--- src/rtl/linescanner_line_packer.sv ---
// Packs 8-bit line-scan pixels into 32-bit words behind a FWFT FIFO, with line counting and error flags.
// Optional per-line min/max statistics are built only when LINESCANNER_LINE_STATS_EN is defined.
module linescanner_line_packer #(
  parameter int FIFO_ADDR_WIDTH = 4,
  parameter int LINE_LENGTH     = 1024,
  parameter int PIX_CNT_WIDTH   = 16
) (
  input  logic        pixel_clock,
  input  logic        reset,
  input  logic        enable,
  input  logic        lval,
  input  logic [7:0]  pixel_data,
  output logic [31:0] word_data,
  output logic        word_valid,
  input  logic        word_ready,
  output logic        word_last,
  output logic [15:0] line_count,
  output logic        line_length_error,
  output logic        overflow,
  input  logic        overflow_clear,
  output logic [7:0]  line_min,
  output logic [7:0]  line_max
);

  localparam int DEPTH = 2 ** FIFO_ADDR_WIDTH;

  typedef enum logic [2:0] {IDLE, ARMED, CAPTURE, FLUSH, DROP} state_e;

  state_e                     state_q, state_d;
  logic [23:0]                pack_q, pack_d;
  logic [1:0]                 pack_cnt_q, pack_cnt_d;
  logic [31:0]                pend_q, pend_d;
  logic                       pend_vld_q, pend_vld_d;
  logic [PIX_CNT_WIDTH-1:0]   pix_cnt_q, pix_cnt_d, pix_cnt_inc;
  logic [15:0]                line_count_q;
  logic                       err_q;
  logic                       overflow_q;
  logic [FIFO_ADDR_WIDTH:0]   wr_ptr_q, rd_ptr_q;
  logic [32:0]                mem_q [DEPTH];

  logic        fifo_empty, fifo_full, pop, push, push_ok, push_last, ovf, line_end;
  logic [31:0] push_word;

  assign fifo_empty = (wr_ptr_q == rd_ptr_q);
  assign fifo_full  = (wr_ptr_q[FIFO_ADDR_WIDTH] != rd_ptr_q[FIFO_ADDR_WIDTH]) &&
                      (wr_ptr_q[FIFO_ADDR_WIDTH-1:0] == rd_ptr_q[FIFO_ADDR_WIDTH-1:0]);
  assign pop        = !fifo_empty && word_ready;
  assign push_ok    = push && !ovf;
  assign pix_cnt_inc = (&pix_cnt_q) ? pix_cnt_q : pix_cnt_q + 1'b1;

  assign word_valid        = !fifo_empty;
  assign word_data         = fifo_empty ? 32'd0 : mem_q[rd_ptr_q[FIFO_ADDR_WIDTH-1:0]][31:0];
  assign word_last         = fifo_empty ? 1'b0  : mem_q[rd_ptr_q[FIFO_ADDR_WIDTH-1:0]][32];
  assign line_count        = line_count_q;
  assign line_length_error = err_q;
  assign overflow          = overflow_q;

  // A completed word waits in pend_q so the line's final word can be tagged last when lval drops.
  always_comb begin
    state_d    = state_q;
    pack_d     = pack_q;
    pack_cnt_d = pack_cnt_q;
    pend_d     = pend_q;
    pend_vld_d = pend_vld_q;
    pix_cnt_d  = pix_cnt_q;
    push       = 1'b0;
    push_word  = pend_q;
    push_last  = 1'b0;
    line_end   = 1'b0;
    ovf        = 1'b0;
    case (state_q)
      IDLE: if (enable && !lval) state_d = ARMED;
      ARMED: begin
        if (!enable) begin
          state_d = IDLE;
        end else if (lval) begin
          state_d    = CAPTURE;
          pack_d     = {16'd0, pixel_data};
          pack_cnt_d = 2'd1;
          pix_cnt_d  = {{(PIX_CNT_WIDTH-1){1'b0}}, 1'b1};
          pend_vld_d = 1'b0;
        end
      end
      CAPTURE: begin
        if (lval) begin
          pix_cnt_d = pix_cnt_inc;
          if (pack_cnt_q == 2'd3) begin
            pend_d     = {pixel_data, pack_q};
            pend_vld_d = 1'b1;
            pack_d     = 24'd0;
            pack_cnt_d = 2'd0;
            push       = pend_vld_q;
          end else begin
            case (pack_cnt_q)
              2'd0:    pack_d[7:0]   = pixel_data;
              2'd1:    pack_d[15:8]  = pixel_data;
              default: pack_d[23:16] = pixel_data;
            endcase
            pack_cnt_d = pack_cnt_q + 2'd1;
          end
        end else if (pack_cnt_q == 2'd0) begin
          push       = pend_vld_q;
          push_last  = 1'b1;
          pend_vld_d = 1'b0;
          line_end   = 1'b1;
          state_d    = ARMED;
        end else begin
          push       = pend_vld_q;
          pend_vld_d = 1'b0;
          state_d    = FLUSH;
        end
      end
      FLUSH: begin
        push       = 1'b1;
        push_word  = {8'd0, pack_q};
        push_last  = 1'b1;
        line_end   = 1'b1;
        pack_d     = 24'd0;
        pack_cnt_d = 2'd0;
        state_d    = lval ? DROP : ARMED;
      end
      DROP: if (!lval) state_d = ARMED;
      default: state_d = IDLE;
    endcase
    // A rejected push abandons the line: nothing more is queued and it is not counted.
    ovf = push && fifo_full && !pop;
    if (ovf) begin
      line_end   = 1'b0;
      pend_vld_d = 1'b0;
      pack_d     = 24'd0;
      pack_cnt_d = 2'd0;
      state_d    = lval ? DROP : ARMED;
    end
  end

  always_ff @(posedge pixel_clock) begin
    if (reset) begin
      state_q      <= IDLE;
      pack_q       <= 24'd0;
      pack_cnt_q   <= 2'd0;
      pend_q       <= 32'd0;
      pend_vld_q   <= 1'b0;
      pix_cnt_q    <= '0;
      line_count_q <= 16'd0;
      err_q        <= 1'b0;
      overflow_q   <= 1'b0;
      wr_ptr_q     <= '0;
      rd_ptr_q     <= '0;
    end else begin
      state_q    <= state_d;
      pack_q     <= pack_d;
      pack_cnt_q <= pack_cnt_d;
      pend_q     <= pend_d;
      pend_vld_q <= pend_vld_d;
      pix_cnt_q  <= pix_cnt_d;
      if (line_end) line_count_q <= line_count_q + 16'd1;
      err_q      <= line_end && (pix_cnt_q != PIX_CNT_WIDTH'(LINE_LENGTH));
      overflow_q <= ovf || (overflow_q && !overflow_clear);
      if (push_ok) wr_ptr_q <= wr_ptr_q + 1'b1;
      if (pop)     rd_ptr_q <= rd_ptr_q + 1'b1;
    end
  end

  always_ff @(posedge pixel_clock) begin
    if (push_ok) mem_q[wr_ptr_q[FIFO_ADDR_WIDTH-1:0]] <= {push_last, push_word};
  end

`ifdef LINESCANNER_LINE_STATS_EN
  logic [7:0] cur_min_q, cur_max_q, line_min_q, line_max_q;
  logic       line_start;

  assign line_start = (state_q == ARMED) && enable && lval;

  // Running extremes of the line in progress are published only when the line completes.
  always_ff @(posedge pixel_clock) begin
    if (reset) begin
      cur_min_q  <= 8'd0;
      cur_max_q  <= 8'd0;
      line_min_q <= 8'd0;
      line_max_q <= 8'd0;
    end else begin
      if (line_start) begin
        cur_min_q <= pixel_data;
        cur_max_q <= pixel_data;
      end else if (state_q == CAPTURE && lval) begin
        if (pixel_data < cur_min_q) cur_min_q <= pixel_data;
        if (pixel_data > cur_max_q) cur_max_q <= pixel_data;
      end
      if (line_end) begin
        line_min_q <= cur_min_q;
        line_max_q <= cur_max_q;
      end
    end
  end

  assign line_min = line_min_q;
  assign line_max = line_max_q;
`else
  assign line_min = 8'd0;
  assign line_max = 8'd0;
`endif

endmodule
--- config.mk ---
export PLATFORM = sky130hd
export DESIGN_NAME = linescanner_line_packer
export DESIGN_NICKNAME = d
export VERILOG_FILES = /design/src/rtl/linescanner_line_packer.sv
export SDC_FILE = /design/constraint.sdc
export NUM_CORES = 1
export LEC_CHECK = 0
export BUFFER_PORTS_ARGS = -buffer_cell sky130_fd_sc_hd__buf_4
export CORE_MARGIN = 2
export CORE_UTILIZATION = 32
export DETAILED_ROUTE_END_ITERATION = 10
export PLACE_DENSITY = 0.52
export SLEW_MARGIN = 10
export SYNTH_ARGS = -nofsm -noshare
export SYNTH_HDL_FRONTEND = slang
export SYNTH_SLANG_ARGS = --single-unit
--- constraint.sdc ---
create_clock -name pixel_clock -period 9.3 [get_ports pixel_clock]
set_input_delay 1.86 -clock pixel_clock [delete_from_list [all_inputs] [get_ports pixel_clock]]
set_output_delay 1.86 -clock pixel_clock [all_outputs]
set_load 0.05 [all_outputs]
==> impl_metrics.env <==
export IMPL_path_clk_slew_ps=60
export IMPL_maxCapViolations=0
export IMPL_pwr_share_seq_pct=53.5
export IMPL_clock_latency_ps=610
export IMPL_die_w_um=286.1
export IMPL_portBuffers=65
export IMPL_max_clock_path_buffers=3
export IMPL_ant_nets=0
export IMPL_pwr_share_clk_pct=45.6
export IMPL_critPathMaxFanout=70
export IMPL_power_frac_comb_pct=0.9
export IMPL_critPathLaunchType="register"
export IMPL_relSlewSlack_pct=19.93
export IMPL_p_leak_nw=9.089
export IMPL_cts_root_buffer="clkbuf_16"
export IMPL_htreeDepth=3
export IMPL_p_int_mw=4.560
export IMPL_worstPathArrival_ps=4030
export IMPL_cellPowerDensity_nw_per_um2=195.1
export IMPL_swShare_pct=20.07
export IMPL_drtPass1Iterations=5
export IMPL_fin_setup_tns_ps=0
export IMPL_drive_above_1_share_pct=22.91
export IMPL_ir_drop_uv=99.91
export IMPL_utilization_pct=37.07
export IMPL_final_cell_mix="edfxtp_1 (528), mux4_2 (132), dfxtp_1 (106)"
export IMPL_design_die_area_sq_um=81850
export IMPL_syn_cell_area_sq_um=25470
export IMPL_final_instance_count_excl_fill=2678
export IMPL_multi_input_area_sq_um=6942
export IMPL_area_sequential_sq_um=18070
export IMPL_crit_type="register to primary output"
export IMPL_switchingPower_mw=1.145
export IMPL_grt_max_degree=71
export IMPL_period_needed_ps=5886
export IMPL_ys_async_sr_fraction_pct=0
export IMPL_initial_utilization_pct=32.29
export IMPL_hold_path_class="register to register"
export IMPL_post_dp_cell_area_sq_um=27060
export IMPL_ioPinCount=82
export IMPL_antenna_found_initial=6
export IMPL_synth_cell_type_count=56
export IMPL_fin_crit_sh_pct=63.29
export IMPL_final_common_cell="edfxtp_1"
export IMPL_final_nets=1594
export IMPL_postLayoutCellArea_sq_um=29230
export IMPL_finalMaxSlewViolations=0
export IMPL_postCtsSetupBuffers=0
export IMPL_ctsResizeCount=0
export IMPL_yosysWarnings=0
export IMPL_rsz0062_at_grt="no"
export IMPL_area_growth_pct=14.80
export IMPL_worstPathRequired_ps=7440
export IMPL_initialDrtViolationCount=1086
export IMPL_grt_overflow_total=0
export IMPL_synth_edff_count=528
export IMPL_end_kind="primary output"
export IMPL_status="complete, no violations"
export IMPL_postCtsHoldBufs=0
export IMPL_fin_ws_ps=3414
export IMPL_grt_pass1_vias=14080
export IMPL_rows=103
export IMPL_detailed_place_hpwl_mm=30.96
export IMPL_grt_pass1_wl_mm=88.68
export IMPL_cts_tree="built"
export IMPL_syn_inst=1498
export IMPL_ys_flop_type="edfxtp_1"
export IMPL_dp_cells=2548
export IMPL_wirelength_mm=58.68
export IMPL_fill_cells=7403
export IMPL_yosysSeqAreaShare_pct=70.91
export IMPL_cts_sinks=638
export IMPL_core_area_sq_um=78870
export IMPL_finalHoldViolations=0
export IMPL_drcViolationCount=0
export IMPL_die_height_um=286.1
export IMPL_fin_worst_skew_ps=23.46
export IMPL_dp_slack_ps=3981
export IMPL_ys_ff_latch=638
export IMPL_setup_violations=0
export IMPL_via_count=13470
export IMPL_tightestPinTransition_ps=1201
export IMPL_syn_avg_cell_area_sq_um=17.00
export IMPL_numCtsBuffers=69
export IMPL_max_freq_mhz=169.9
export IMPL_routedWlPerCell_um=21.91
export IMPL_avgViaCountPerCell=5.031
export IMPL_grt_usage_pct=14.41
export IMPL_gp_congestion=0.7554
## kinds of logic after synthesis
group / count (synthesis) / share of synthesized area, %
buf+inv: 119 / 2.196
fa+ha+maj: 11 / 0.5405
mux: 193 / 14.20
simple gates: 313 / 6.289
flops: 638 / 70.91
other cells: 1 / 0.01473
compound gates: 204 / 5.198
xor+xnor: 19 / 0.6535
## synth_stat cells, types with 3 or more instances
library cell,n,area share (%)
and4_1,4,0.14
o31ai_1,8,0.24
dfxtp_1,110,8.6
nor3_1,8,0.16
or4_1,8,0.24
o2111ai_1,5,0.17
o211ai_1,3,0.088
xnor2_1,11,0.38
and2_1,15,0.37
mux2_2,26,1.1
or3_1,15,0.37
mux4_2,132,12
inv_1,12,0.18
buf_2,29,0.57
nor2b_1,40,0.98
a21oi_1,76,1.5
a22oi_1,9,0.27
ha_1,11,0.54
nand3_1,27,0.53
a211oi_1,71,2.1
o21ai_0,15,0.29
buf_4,18,0.53
xor2_1,8,0.28
nor2_1,43,0.63
and3_1,16,0.39
o21a_1,3,0.088
edfxtp_1,528,62
buf_1,10,0.15
nand4_1,14,0.34
mux2i_1,35,1.4
nand2_1,102,1.5
clkbuf_1,48,0.71
nor4_1,3,0.074
nand2b_1,7,0.17
## registers in the layout (all words and copies together) (netlist names), named ones only
register and cells:
pend_vld_q 1, mem_q 528, pend_q 32, line_count 16
state_q 3, rd_ptr_q 5, pix_cnt_q 16, overflow 1
pack_q 24, line_length_error 1, wr_ptr_q 5, pack_cnt_q 2
## power by group through the flow
stage / clock, mW / combinational [mW] / sequential, mW
2_1_floorplan: 0 / 0.0421 / 3.11
3_3_place_gp: 0 / 0.0504 / 3.11
3_5_place_dp: 0 / 0.0504 / 3.11
4_1_cts: 2.67 / 0.0505 / 3.05
5_1_grt: 2.78 / 0.0545 / 3.05
6_report: 2.60 / 0.0504 / 3.05
## metal layers
layer  GRT usage [%]  vias up  routed length [um]  part of all wire, %
met2           23.49      266               28410                   48
li1                -     6047                   -                    -
met4           3.757        4                1206                  2.1
met5               0        -                  25                0.043
met1           19.61     7066               26310                   45
met3           3.052       89                2723                  4.6
## area by class of cell
type	count	share of cell area, %
Clock buffer	99	6.540
Clock inverter	27	0.8517
Multi-Input combinational cell	756	23.74
Tap cell	1050	4.494
Timing Repair Buffer	92	2.363
Antenna cell	4	0.03424
Sequential cell	638	61.82
Inverter	12	0.1541
## stage by stage
| step | hold slack, ps | power (mW) |
|---|---|---|
| floorplan | 431.7 | 3.154 |
| global placement | 438.0 | 3.162 |
| detailed placement | 444.8 | 3.163 |
| CTS | 451.7 | 5.774 |
| global route | 463.3 | 5.885 |
| finish | 451.4 | 5.705 |
## critical path, stage by stage (launching register included)
cell	delay, ps
dfxtp_4	1000
buf_4	950
mux4_2	380
nor2b_1	150
a211oi_1	80
a211oi_1	490
buf_4	290
## final timing paths
path | from | to | slack [ps] | depth (start not counted)
hold / removal | pend_q[24]$_SDFFE_PP0P_ | pend_q[24]$_SDFFE_PP0P_ | 450 | 2
setup / recovery | register | word_data[19] | 3410 | 6
setup reg to reg | pack_cnt_q[0]$_SDFFE_PP0P_ | mem_q[15][9]$_DFFE_PP_ | 6080 | 6
hold reg to reg | pend_q[24]$_SDFFE_PP0P_ | pend_q[24]$_SDFFE_PP0P_ | 450 | 2
Power figures use the tool's default switching activity.
